--- src/rtl/sample_collector_pkg.sv ---
// Shared constants for the sampler / collector pair: sample width, reload
// schedule and the phase counter width both ends must agree on.
package sample_collector_pkg;

   localparam int SAMPLE_W_DEF = 4;
   localparam int PERIOD_DEF   = 12;
   localparam int PACK_DEF     = 4;
   localparam int DEPTH_DEF    = 4;
   localparam int PHASE_W      = $clog2(PERIOD_DEF + 1);

   typedef logic [PHASE_W-1:0] phase_t;

endpackage

--- src/rtl/sample_collector_sync_fifo.sv ---
// Small synchronous FIFO with extra-bit pointers; head data is presented
// combinationally and reads as zero while empty.
module sync_fifo #(
   parameter int WIDTH = 16,
   parameter int DEPTH = 4
) (
   input  logic                   clk,
   input  logic                   rst,
   input  logic                   push,
   input  logic                   pop,
   input  logic [WIDTH-1:0]       din,
   output logic [WIDTH-1:0]       dout,
   output logic                   full,
   output logic                   empty,
   output logic [$clog2(DEPTH):0] level
);

   localparam int AW = $clog2(DEPTH);
   localparam logic [AW:0] DEPTH_C = (AW+1)'(DEPTH);

   logic [AW:0]      wr_q, wr_d;
   logic [AW:0]      rd_q, rd_d;
   logic [WIDTH-1:0] mem_q [DEPTH];
   logic             pop_ok;
   logic             push_ok;

   // A push into a full FIFO is only taken when a pop frees the head slot in the same cycle.
   always_comb begin
      level   = wr_q - rd_q;
      empty   = (wr_q == rd_q);
      full    = (level == DEPTH_C);
      pop_ok  = pop && !empty;
      push_ok = push && (!full || pop_ok);
      if (push_ok) begin
         wr_d = wr_q + (AW+1)'(1);
      end else begin
         wr_d = wr_q;
      end
      if (pop_ok) begin
         rd_d = rd_q + (AW+1)'(1);
      end else begin
         rd_d = rd_q;
      end
      if (empty) begin
         dout = '0;
      end else begin
         dout = mem_q[rd_q[AW-1:0]];
      end
   end

   always_ff @(posedge clk or posedge rst) begin
      if (rst) begin
         wr_q <= '0;
         rd_q <= '0;
      end else begin
         wr_q <= wr_d;
         rd_q <= rd_d;
      end
   end

   always_ff @(posedge clk) begin
      if (push_ok) begin
         mem_q[wr_q[AW-1:0]] <= din;
      end
   end

endmodule

--- src/rtl/sample_collector.sv ---
// Receive side of the periodic sample stream: follows the sampler's reload
// schedule, packs PACK samples per word and queues words for the consumer.
module sample_collector
   import sample_collector_pkg::*;
#(
   parameter int SAMPLE_W = SAMPLE_W_DEF,
   parameter int PERIOD   = PERIOD_DEF,
   parameter int PACK     = PACK_DEF,
   parameter int DEPTH    = DEPTH_DEF
) (
   input  logic                       clk_in,
   input  logic                       rst,
   input  logic                       sync,
   input  logic [SAMPLE_W-1:0]        sample_in,
   input  logic                       clear,
   output logic [SAMPLE_W*PACK-1:0]   word_out,
   output logic                       word_valid,
   input  logic                       word_ready,
   output logic [$clog2(DEPTH):0]     level,
   output logic                       overflow
);

   localparam int WORD_W = SAMPLE_W * PACK;
   localparam int PW     = $clog2(PERIOD + 1);
   localparam int SW     = $clog2(PACK);
   localparam logic [PW-1:0] PHASE_RELOAD = PW'(PERIOD);
   localparam logic [SW-1:0] SLOT_LAST    = SW'(PACK - 1);

   logic [PW-1:0]     phase_q, phase_d;
   logic [SW-1:0]     slot_q, slot_d;
   logic [WORD_W-1:0] pack_q, pack_d;
   logic              overflow_q, overflow_d;
   logic [WORD_W-1:0] word_in;
   logic              capture;
   logic              push;
   logic              pop;
   logic              drop;
   logic              fifo_full;
   logic              fifo_empty;

   // Phase counter mirrors the sampler; capture lands one edge after its reload.
   always_comb begin
      capture = 1'b0;
      phase_d = phase_q;
      if (sync) begin
         phase_d = '0;
      end else begin
         capture = (phase_q == PHASE_RELOAD);
         if (phase_q == '0) begin
            phase_d = PHASE_RELOAD;
         end else begin
            phase_d = phase_q - PW'(1);
         end
      end
   end

   // The last sample bypasses the pack register so the word is pushed on its capture edge.
   always_comb begin
      pack_d  = pack_q;
      slot_d  = slot_q;
      word_in = pack_q;
      word_in[(PACK-1)*SAMPLE_W +: SAMPLE_W] = sample_in;
      push    = capture && (slot_q == SLOT_LAST);
      if (capture) begin
         pack_d[int'(slot_q)*SAMPLE_W +: SAMPLE_W] = sample_in;
         slot_d = slot_q + SW'(1);
      end else begin
         slot_d = slot_q;
      end
   end

   // A drop sets the sticky flag even when clear is asserted in the same cycle.
   always_comb begin
      word_valid = !fifo_empty;
      pop        = word_valid && word_ready;
      drop       = push && fifo_full && !pop;
      if (drop) begin
         overflow_d = 1'b1;
      end else if (clear) begin
         overflow_d = 1'b0;
      end else begin
         overflow_d = overflow_q;
      end
      overflow = overflow_q;
   end

   always_ff @(posedge clk_in or posedge rst) begin
      if (rst) begin
         phase_q    <= '0;
         slot_q     <= '0;
         pack_q     <= '0;
         overflow_q <= 1'b0;
      end else begin
         phase_q    <= phase_d;
         slot_q     <= slot_d;
         pack_q     <= pack_d;
         overflow_q <= overflow_d;
      end
   end

   sync_fifo #(
      .WIDTH (WORD_W),
      .DEPTH (DEPTH)
   ) u_fifo (
      .clk   (clk_in),
      .rst   (rst),
      .push  (push),
      .pop   (pop),
      .din   (word_in),
      .dout  (word_out),
      .full  (fifo_full),
      .empty (fifo_empty),
      .level (level)
   );

endmodule
--- config.mk ---
export PLATFORM = sky130hd
export DESIGN_NAME = sample_collector
export DESIGN_NICKNAME = d
export VERILOG_FILES = /design/src/rtl/sample_collector_pkg.sv /design/src/rtl/sample_collector_sync_fifo.sv /design/src/rtl/sample_collector.sv
export SDC_FILE = /design/constraint.sdc
export NUM_CORES = 1
export LEC_CHECK = 0
export ABC_CLOCK_PERIOD_IN_PS = 3160
export CAP_MARGIN = 20
export CORE_UTILIZATION = 50
export CTS_CLUSTER_DIAMETER = 60
export DETAILED_ROUTE_END_ITERATION = 8
export PLACE_DENSITY = 0.7
export SKIP_CTS_REPAIR_TIMING = 1
export SYNTH_ARGS = -nofsm -noshare
export SYNTH_HDL_FRONTEND = slang
export SYNTH_SLANG_ARGS = --single-unit
--- constraint.sdc ---
create_clock -name clk_in -period 3.16 [get_ports clk_in]
set_input_delay 0.474 -clock clk_in [delete_from_list [all_inputs] [get_ports clk_in]]
set_output_delay 0.474 -clock clk_in [all_outputs]
set_load 0.02 [all_outputs]
### Word-level counts from Yosys, hierarchy flattened

Memory sizes are Yosys's and may differ from the RTL's.
Index checks and enable logic that the tools add are counted.

| storage, ports and cells | value |
|---|---|
| flip-flop bits (word level) | 29 |
| bits in latches | 0 |
| bits in writable memories | 64 |
| ROM bits | 0 |
| output and inout bits | 21 |
| logic and storage cells | 40 |
| memories | 1 |

| cells by class | value |
|---|---|
| $add $sub $neg | 6 |
| $mul | 0 |
| divide/modulo/power cells | 0 |
| $lt $le $gt $ge | 0 |
| equal/unequal tests | 4 |
| shift operators | 2 |
| multiplexer cells | 9 |
| bitwise operators | 0 |
| reductions and logical operators | 12 |

Memories:

| name | words | bits a word | read ports | clocked after Yosys merged registers in | wr ports | RTL line | text |
|---|---|---|---|---|---|---|---|
| u_fifo.mem_q | 4 | 16 | 1 | 0 | 1 | sample_collector_sync_fifo.sv:23 | `logic [WIDTH-1:0] mem_q [DEPTH];` |

Operator list:

| cell | number |
|---|---|
| negation 4 -> 33 bit | 1 |
| variable shift 4 x 33 -> 16 bit (first input constant) | 1 |
| indexed part select 4 x 33 -> 16 bit | 1 |
| bitwise mux 16 bit | 1 |
| 2-to-1 mux 16 bit | 1 |
| 2-to-1 mux 4 bit | 2 |
| adder 3 x 1 -> 3 bit (second input constant) | 2 |
| logical AND 1 bit | 6 |
| 2-to-1 mux 1 bit | 5 |
| equality test 4 bit (second input constant) | 1 |
| zero test 4 bit | 1 |
| subtractor 4 x 1 -> 4 bit (second input constant) | 1 |
| equality test 3 bit | 1 |
| equality test 3 bit (second input constant) | 1 |
| zero test 1 bit | 3 |
| subtractor 3 bit | 1 |
| adder 2 x 1 -> 2 bit (second input constant) | 1 |
| equality test 2 bit (second input constant) | 1 |
| nonzero test 2 bit | 1 |
| logical OR 1 bit | 1 |

### Depth between registers and ports, before layout

Gate-level depths: netlist of run 1.

| depth | value |
|---|---|
| depth after elaboration | 8 |
| mapped depth | 7 |

### Hierarchy

From an unflattened synthesis of run 1, not the netlist that was laid out.

| unflattened totals | value |
|---|---|
| cell total of the unflattened synthesis | 226 |
| area, all modules | 3,865.0 sq um |

By module, submodules not included:

| module | instances | cells each | area each (sq um) | seq. area each (sq um) |
|---|---|---|---|---|
| sync_fifo | 1 | 142 | 2,876.5 | 2,072.0 |
| sample_collector | 1 | 84 | 988.4 | 475.5 |

### Worst setup path after synthesis of run 1

No wires, ideal clock.

| timing path | value |
|---|---|
| path kind | flip-flop to output port |
| start | register u_fifo.rd_q[1] |
| end | output port word_out[0] |
| data arrival time | 2.097 ns |
| setup slack | 0.589 ns |
| cell stages (with the launch flop) | 8 |
| path through | dfrtp_1 > buf_2 > clkbuf_1 > inv_1 > ha_1 > nand3_1 > clkbuf_1 > and2_1 |

| on the way | value |
|---|---|
| word-level cells in the longest chain between the ends | 2 |
| elaborated cells between the ends (all ways) | 3 |
| classes of those cells | eq/ne: 1; mux: 1; memory: 1 |

Ends and longest elaborated chain:

| item | RTL line | text |
|---|---|---|
| start: declaration | sample_collector_sync_fifo.sv:22 | `logic [AW:0] rd_q, rd_d;` |
| start signal: assignment | sample_collector_sync_fifo.sv:57 | `rd_q <= rd_d;` |
| memory read (4 x 16 bit) / equality test 3 bit (equally long branches) | - |  |
| 2-to-1 mux 16 bit (*) | sample_collector_sync_fifo.sv:44 | `if (empty) begin` |
| end: declaration | sample_collector.sv:16 | `output logic [SAMPLE_W*PACK-1:0] word_out,` |

Mark *: on every way between the ends. The rest lies on a longest branch, timed or not.

### Worst setup path after layout of run 1

| timing path | value |
|---|---|
| start | register u_fifo.wr_q[0] |
| end | output port word_out[13] |

| on the way | value |
|---|---|
| word-level cells in the longest chain between the ends | 2 |

Ends and longest elaborated chain:

| item | RTL line | text |
|---|---|---|
| start: declaration | sample_collector_sync_fifo.sv:21 | `logic [AW:0] wr_q, wr_d;` |
| start signal: assignment | sample_collector_sync_fifo.sv:56 | `wr_q <= wr_d;` |
| equality test 3 bit | sample_collector_sync_fifo.sv:30 | `empty = (wr_q == rd_q);` |
| 2-to-1 mux 16 bit | sample_collector_sync_fifo.sv:44 |  |

Every way passes these cells.

==> flow_metrics.env, run 1 <==
export IMPL_status="finished, final reports clean"
export IMPL_rsz0062_at_grt="false"
export IMPL_yosys_area_top_type="edfxtp_1"
export IMPL_drive_gt1_share_pct=17.14
export IMPL_required_ns=2.69
export IMPL_overflow=0
export IMPL_period_share_pct=87.81
export IMPL_antenna_found_initial=0
export IMPL_p_leak_nw=1.691
export IMPL_gr_max_usage_layer="met2"
export IMPL_crit_type="reg2out"
export IMPL_grt_max_degree=26
export IMPL_final_nets=299
export IMPL_setup_violations=0
export IMPL_synth_most_common_cell="edfxtp_1"
export IMPL_synthTopCellsByArea="edfxtp_1, dfrtp_1, mux4_2"
export IMPL_cts_path_max_buffers=2
export IMPL_antenna_left=0
export IMPL_synth_edff_count=64
export IMPL_h_tree_depth=3
export IMPL_initial_core_util_pct=51.63
export IMPL_grt_usage_pct=18.27
export IMPL_clkLatencyLatePin_ns=0.36
export IMPL_ys_ff_latch=89
export IMPL_critPathSlowestCell="clkdlybuf4s50_1"
export IMPL_synthesis_instances=231
export IMPL_grtUsageMet3_pct=4.757
export IMPL_dp_hpwl_um=4005
export IMPL_rows=31
export IMPL_critPathCaptureType="output port"
export IMPL_tns_ns=0
export IMPL_seq_area_frac_synth_pct=68.03
export IMPL_synthArstFlopShare_pct=28.09
export IMPL_dr_pass1_iters=4
export IMPL_wirelength_um=6160
export IMPL_min_period_ns=2.775
export IMPL_fp_dieW_um=88.54
export IMPL_cap_violations=0
export IMPL_netlist_area_mm2=0.003745
export IMPL_antenna_cells=0
export IMPL_path_clk_slew_ns=0.08
export IMPL_drv_slew=0
export IMPL_worstReg2RegEnd="u_fifo.mem_q[2][11]"
export IMPL_synthesis_nets=255
export IMPL_viasPerCell=5.119
export IMPL_hold_violations=0
export IMPL_io_pins=30
export IMPL_worst_clock_skew_ns=0.01336
export IMPL_rrSetupSlack_ns=0.67
export IMPL_grt_met1_usage_pct=23.34
export IMPL_max_freq_mhz=360.4
export IMPL_gr_usage_met2_pct=28.81
export IMPL_slew_headroom_pct=69.47
export IMPL_regArea_mm2=0.002547
export IMPL_ir_drop_uv=977.2
export IMPL_io_buffers=29
export IMPL_drt_wirelength_per_cell_um=16.25
export IMPL_gp_congestion=0.7277
export IMPL_num_vias=1940
export IMPL_core_area_mm2=0.007253
export IMPL_reg2reg_depth=8
export IMPL_hold_class="in2async"
export IMPL_timing_rr_start="u_fifo.wr_q[0]"
export IMPL_numCtsBuffers=9
export IMPL_drt_iter0_drc=89
export IMPL_synth_top_area_share_pct=51.32
export IMPL_numClockSinks=89
export IMPL_grt_pass1_vias=1959
export IMPL_cts_tree="built"
export IMPL_area_growth_syn_to_layout_pct=18.08
export IMPL_hold_slack_ns=0.3226
export IMPL_die_area_mm2=0.007839
export IMPL_cts_root_buf="clkbuf_8"
export IMPL_power_density_mw_per_mm2=861.9
export IMPL_synth_main_ff_cell="edfxtp_1"
export IMPL_fp_dieH_um=88.54
export IMPL_start_kind="flip-flop"
export IMPL_syn_area_per_cell_um2=16.21
export IMPL_fillers=569
export IMPL_grt_pass1_wl_um=9936
export IMPL_worst_path_largest_cell_delay_ns=0.61
export IMPL_drc=0
export IMPL_worst_slew_pin_slew_ns=0.4569
export IMPL_synthDistinctLibCells=32
export IMPL_cp_arrival_ns=2.30
export IMPL_crit_chain="inv_1, ha_1, nand3_1, buf_4, and2_1, clkdlybuf4s50_1"
export IMPL_multiInputGateArea_mm2=0.001122
export IMPL_netlist_top_cells_count="edfxtp_1, nand2_1, dfrtp_1"
export IMPL_ys_warn_count=0
export IMPL_cp_max_fo=18
==> worst max-delay path by stage <==
stage / start / endpoint / slack (ns)
global route: u_fifo.wr_q[0] / word_out[6] / 0.26
floorplan: u_fifo.rd_q[1] / word_out[0] / 0.59
CTS: u_fifo.wr_q[0] / word_out[13] / 0.33
detailed placement: u_fifo.wr_q[0] / u_fifo.mem_q[2][10] / 0.66
finish: u_fifo.wr_q[0] / word_out[13] / 0.39
global placement: sync / u_fifo.mem_q[2][8] / 0.74
==> where the power goes <==
part	total [mW]	internal, mW	switching [mW]
registers	1.49	1.38	0.112
logic	1.56	0.779	0.780
clock network	0.765	0.386	0.379
==> stage by stage <==
step / total power, mW / setup WS, ns / util (%) / cell area (um2) / cells
after detailed placement: 3.090 / 0.6645 / 57.86 / 4197 / 362
after global placement: 3.061 / 0.7433 / 57.86 / 4197 / 362
after global routing: 4.051 / 0.2640 / 60.96 / 4422 / 379
after CTS: 3.861 / 0.3293 / 60.58 / 4394 / 378
final: 3.811 / 0.3851 / 60.96 / 4422 / 379
after floorplan: 2.525 / 0.5889 / - / 3745 / 231
==> state kept, by name (all words and copies together) (netlist names) <==
signal and flops:
overflow 1, pack_q 12, phase_q 4, slot_q 2, u_fifo.mem_q 64, u_fifo.rd_q 3, u_fifo.wr_q 3
==> critical path, delay by kind of cell (launching register included) <==
family	cells	cell delay, ns
DFF	1	0.41
buffers and inverters	3	0.97
adders and majority gates	1	0.30
and+or+nand+nor	2	0.26
==> layout by cell type (no fill, tap or decap), types with 2 or more instances in the layout <==
cell type / netlist / layout
a21oi_1: 2 / 2
clkinv_4: 0 / 2
and2_1: 19 / 19
clkbuf_8: 0 / 10
inv_2: 2 / 2
nand2_1: 30 / 30
buf_4: 1 / 9
inv_1: 10 / 10
mux4_2: 16 / 16
o21ai_1: 13 / 13
dfrtp_1: 25 / 25
ha_1: 14 / 14
nor2b_1: 2 / 2
nor3_1: 3 / 3
nand3_1: 3 / 3
edfxtp_1: 64 / 64
nor3b_1: 3 / 3
xnor2_1: 5 / 5
clkdlybuf4s50_1: 0 / 29
==> logic make-up (layout without fill, tap and decap cells) <==
kind of cell / Yosys count / in the layout / share of synthesized area [%]
multiplexers: 18 / 18 / 10.32
buffers and inverters: 18 / 67 / 2.005
AO/OA/AOI/OAI: 21 / 21 / 3.709
AND/OR/NAND/NOR: 63 / 63 / 8.653
flip-flops: 89 / 89 / 68.03
adder cells (fa/ha/maj): 15 / 15 / 5.212
XOR/XNOR: 7 / 7 / 2.071
==> metal layers <==
| metal | share of wire (%) | wire [um] |
|---|---|---|
| met1 | 45 | 2791 |
| met2 | 48 | 2987 |
| met3 | 3.8 | 235 |
| met4 | 2.4 | 145 |
| met5 | 0 | 0 |
==> final cells by class <==
class                   instances  area share (%)
clock buffers                  11           3.198
clock inverters                 5           1.273
multi-input cells             124           25.38
flip-flops and latches         89           57.61
well taps                      99           2.801
inverters                      12           1.019
repair buffers                 39           8.715
Power figures use the tool's default switching activity.
==> run 2, diff against run 1 <==
--- a/config.mk
+++ b/config.mk
@@ -12,6 +12,7 @@
 export DETAILED_ROUTE_END_ITERATION = 8
 export PLACE_DENSITY = 0.7
 export SKIP_CTS_REPAIR_TIMING = 1
+export SKIP_LAST_GASP = 1
 export SYNTH_ARGS = -nofsm -noshare
 export SYNTH_HDL_FRONTEND = slang
 export SYNTH_SLANG_ARGS = --single-unit
==> results of run 2 <==
No change in the layout: final DEF, timing and power equal those of run 1.
==> run 3, diff against run 2 <==
--- a/config.mk
+++ b/config.mk
@@ -5,7 +5,8 @@
 export SDC_FILE = /design/constraint.sdc
 export NUM_CORES = 1
 export LEC_CHECK = 0
-export ABC_CLOCK_PERIOD_IN_PS = 3160
+export ABC_AREA = 1
+export ABC_CLOCK_PERIOD_IN_PS = 3100
 export CAP_MARGIN = 20
 export CORE_UTILIZATION = 50
 export CTS_CLUSTER_DIAMETER = 60
==> constraint.sdc (replaced) <==
create_clock -name clk_in -period 3.1 [get_ports clk_in]
set_input_delay 0.31 -clock clk_in [delete_from_list [all_inputs] [get_ports clk_in]]
set_output_delay 0.31 -clock clk_in [all_outputs]
set_load 0.02 [all_outputs]
==> flow_metrics.env, run 3 <==
export IMPL_numCtsBuffers=9
export IMPL_synthesis_instances=353
export IMPL_timing_rr_start="u_fifo.wr_q[0]"
export IMPL_start_kind="flip-flop"
export IMPL_setup_violations=0
export IMPL_ys_warn_count=0
export IMPL_tns_ns=0
export IMPL_path_clk_slew_ns=0.10
export IMPL_power_density_mw_per_mm2=929.6
export IMPL_final_nets=414
export IMPL_synth_edff_count=64
export IMPL_fp_dieH_um=90.39
export IMPL_io_pins=30
export IMPL_p_leak_nw=1.848
export IMPL_required_ns=2.79
export IMPL_rsz0062_at_grt="false"
export IMPL_viasPerCell=5.109
export IMPL_min_period_ns=2.787
export IMPL_cts_path_max_buffers=2
export IMPL_worst_slew_pin_slew_ns=0.4922
export IMPL_synthDistinctLibCells=28
export IMPL_hold_class="in2async"
export IMPL_period_share_pct=89.91
export IMPL_grt_pass1_wl_um=12030
export IMPL_synthesis_nets=377
export IMPL_antenna_found_initial=0
export IMPL_ir_drop_uv=498.0
export IMPL_synth_most_common_cell="nor2_1"
export IMPL_largest_reg_flops=64
export IMPL_pwr_share_clk_pct=19.4
export IMPL_slew_headroom_pct=67.15
export IMPL_synth_top_area_share_pct=49.20
export IMPL_drt_iter0_drc=142
export IMPL_yosys_area_top_type="edfxtp_1"
export IMPL_core_area_mm2=0.007408
export IMPL_p_int_mw=2.568
export IMPL_post_place_cells=477
export IMPL_synthTopCellsByArea="edfxtp_1, dfrtp_1, nor2_1"
export IMPL_synth_main_ff_cell="edfxtp_1"
export IMPL_netlist_area_mm2=0.003906
export IMPL_seq_area_frac_synth_pct=65.21
export IMPL_drt_wirelength_per_cell_um=14.16
export IMPL_antenna_left=0
export IMPL_h_tree_depth=3
export IMPL_ys_ff_latch=89
export IMPL_worst_clock_skew_ns=0.01298
export IMPL_drive_gt1_share_pct=9.620
export IMPL_crit_type="reg2out"
export IMPL_num_vias=2524
export IMPL_syn_area_per_cell_um2=11.07
export IMPL_cts_tree="built"
export IMPL_reg2reg_depth=9
export IMPL_dp_hpwl_um=4588
export IMPL_wirelength_um=6997
export IMPL_worstReg2RegEnd="u_fifo.mem_q[1][13]"
export IMPL_clkLatencyLatePin_ns=0.36
export IMPL_p_sw_share_pct=39.25
export IMPL_overflow=0
export IMPL_fillers=585
export IMPL_synthArstFlopShare_pct=28.09
export IMPL_fp_dieW_um=90.39
export IMPL_die_area_mm2=0.008170
export IMPL_rows=31
export IMPL_cp_max_fo=18
export IMPL_status="finished, final reports clean"
export IMPL_initial_core_util_pct=52.73
export IMPL_final_common_cell="nor2_1"
export IMPL_area_growth_syn_to_layout_pct=16.40
export IMPL_grt_pass1_vias=2506
export IMPL_combPwrFrac_pct=44.0
export IMPL_switchingPower_mw=1.659
export IMPL_pwr_share_seq_pct=36.7
export IMPL_final_cell_mix="nor2_1, edfxtp_1, o21ai_0"
export IMPL_drv_slew=0
export IMPL_hold_violations=0
export IMPL_cp_arrival_ns=2.48
export IMPL_grt_max_degree=34
export IMPL_cap_violations=0
export IMPL_netlist_top_cells_count="nor2_1, edfxtp_1, o21ai_0"
export IMPL_numClockSinks=89
export IMPL_antenna_cells=0
export IMPL_max_freq_mhz=358.8
export IMPL_grt_usage_pct=19.23
export IMPL_gp_congestion=0.8232
export IMPL_finalNonFillerCells=494
export IMPL_dr_pass1_iters=4
export IMPL_drc=0
export IMPL_io_buffers=29
export IMPL_rrSetupSlack_ns=0.90
export IMPL_cts_root_buf="clkbuf_8"
export IMPL_critPathCaptureType="output port"
## run 3: worst max-delay path by stage
stage	start	slack (ns)	to	depth (start not counted)
6_report	u_fifo.rd_q[1]	0.31	word_out[2]	8
2_1_floorplan	u_fifo.rd_q[1]	0.40	u_fifo.mem_q[0][0]	11
3_3_place_gp	u_fifo.rd_q[1]	0.75	word_out[5]	8
3_5_place_dp	u_fifo.rd_q[1]	0.67	word_out[2]	8
4_1_cts	u_fifo.rd_q[1]	0.26	word_out[2]	8
5_1_grt	u_fifo.rd_q[1]	0.10	word_out[11]	8
## run 3: layout make-up
| cell class | count | area, um2 | area share [%] |
|---|---|---|---|
| sequential | 89 | 2547 | 56.03 |
| multi-input combinational | 217 | 1169 | 25.70 |
| timing repair buffer | 38 | 365.4 | 8.035 |
| inverter | 35 | 131.4 | 2.889 |
| clock buffer | 9 | 123.9 | 2.724 |
| tap | 99 | 123.9 | 2.724 |
| clock inverter | 7 | 86.33 | 1.899 |
## run 3: logic make-up after synthesis
group           synth area share [%]
compound gates                 9.513
flops                          65.21
fa+ha+maj                      4.997
buf+inv                        4.868
xor+xnor                      0.8970
simple gates                   14.51
## run 3: per-layer routing
layer	wire length (um)	GRT usage, %
met5	0	0
met4	156	9.946
met3	234	3.283
met2	3484	32.12
met1	3121	24.12
## run 3: through the flow
| step | instance area [um2] | power (mW) | hold slack (ns) | util (%) | setup slack (ns) |
|---|---|---|---|---|---|
| 3_5_place_dp | 4322 | 3.446 | 0.4582 | 58.33 | 0.6679 |
| 5_1_grt | 4547 | 4.515 | 0.3319 | 61.37 | 0.1028 |
| 4_1_cts | 4532 | 4.263 | 0.4717 | 61.17 | 0.2552 |
| 2_1_floorplan | 3906 | 2.758 | 0.3373 | - | 0.3999 |
| 3_3_place_gp | 4322 | 3.404 | 0.4422 | 58.33 | 0.7540 |
| 6_report | 4547 | 4.227 | 0.2572 | 61.37 | 0.3128 |
## run 3: worst max-delay path: stages, from the launching register on
cell             delay, ns
dfrtp_1               0.40
inv_2                 0.27
ha_1                  0.29
nand2_1               0.06
inv_1                 0.05
nand3_2               0.10
inv_2                 0.16
a21oi_1               0.16
clkdlybuf4s50_1       0.63
## run 3: power groups by stage
stage / Sequential (mW) / Clock [mW] / Combinational, mW
finish: 1.55 / 0.819 / 1.86
global route: 1.57 / 0.874 / 2.07
CTS: 1.55 / 0.834 / 1.88
detailed placement: 1.58 / 0 / 1.87
global placement: 1.57 / 0 / 1.84
floorplan: 1.54 / 0 / 1.22
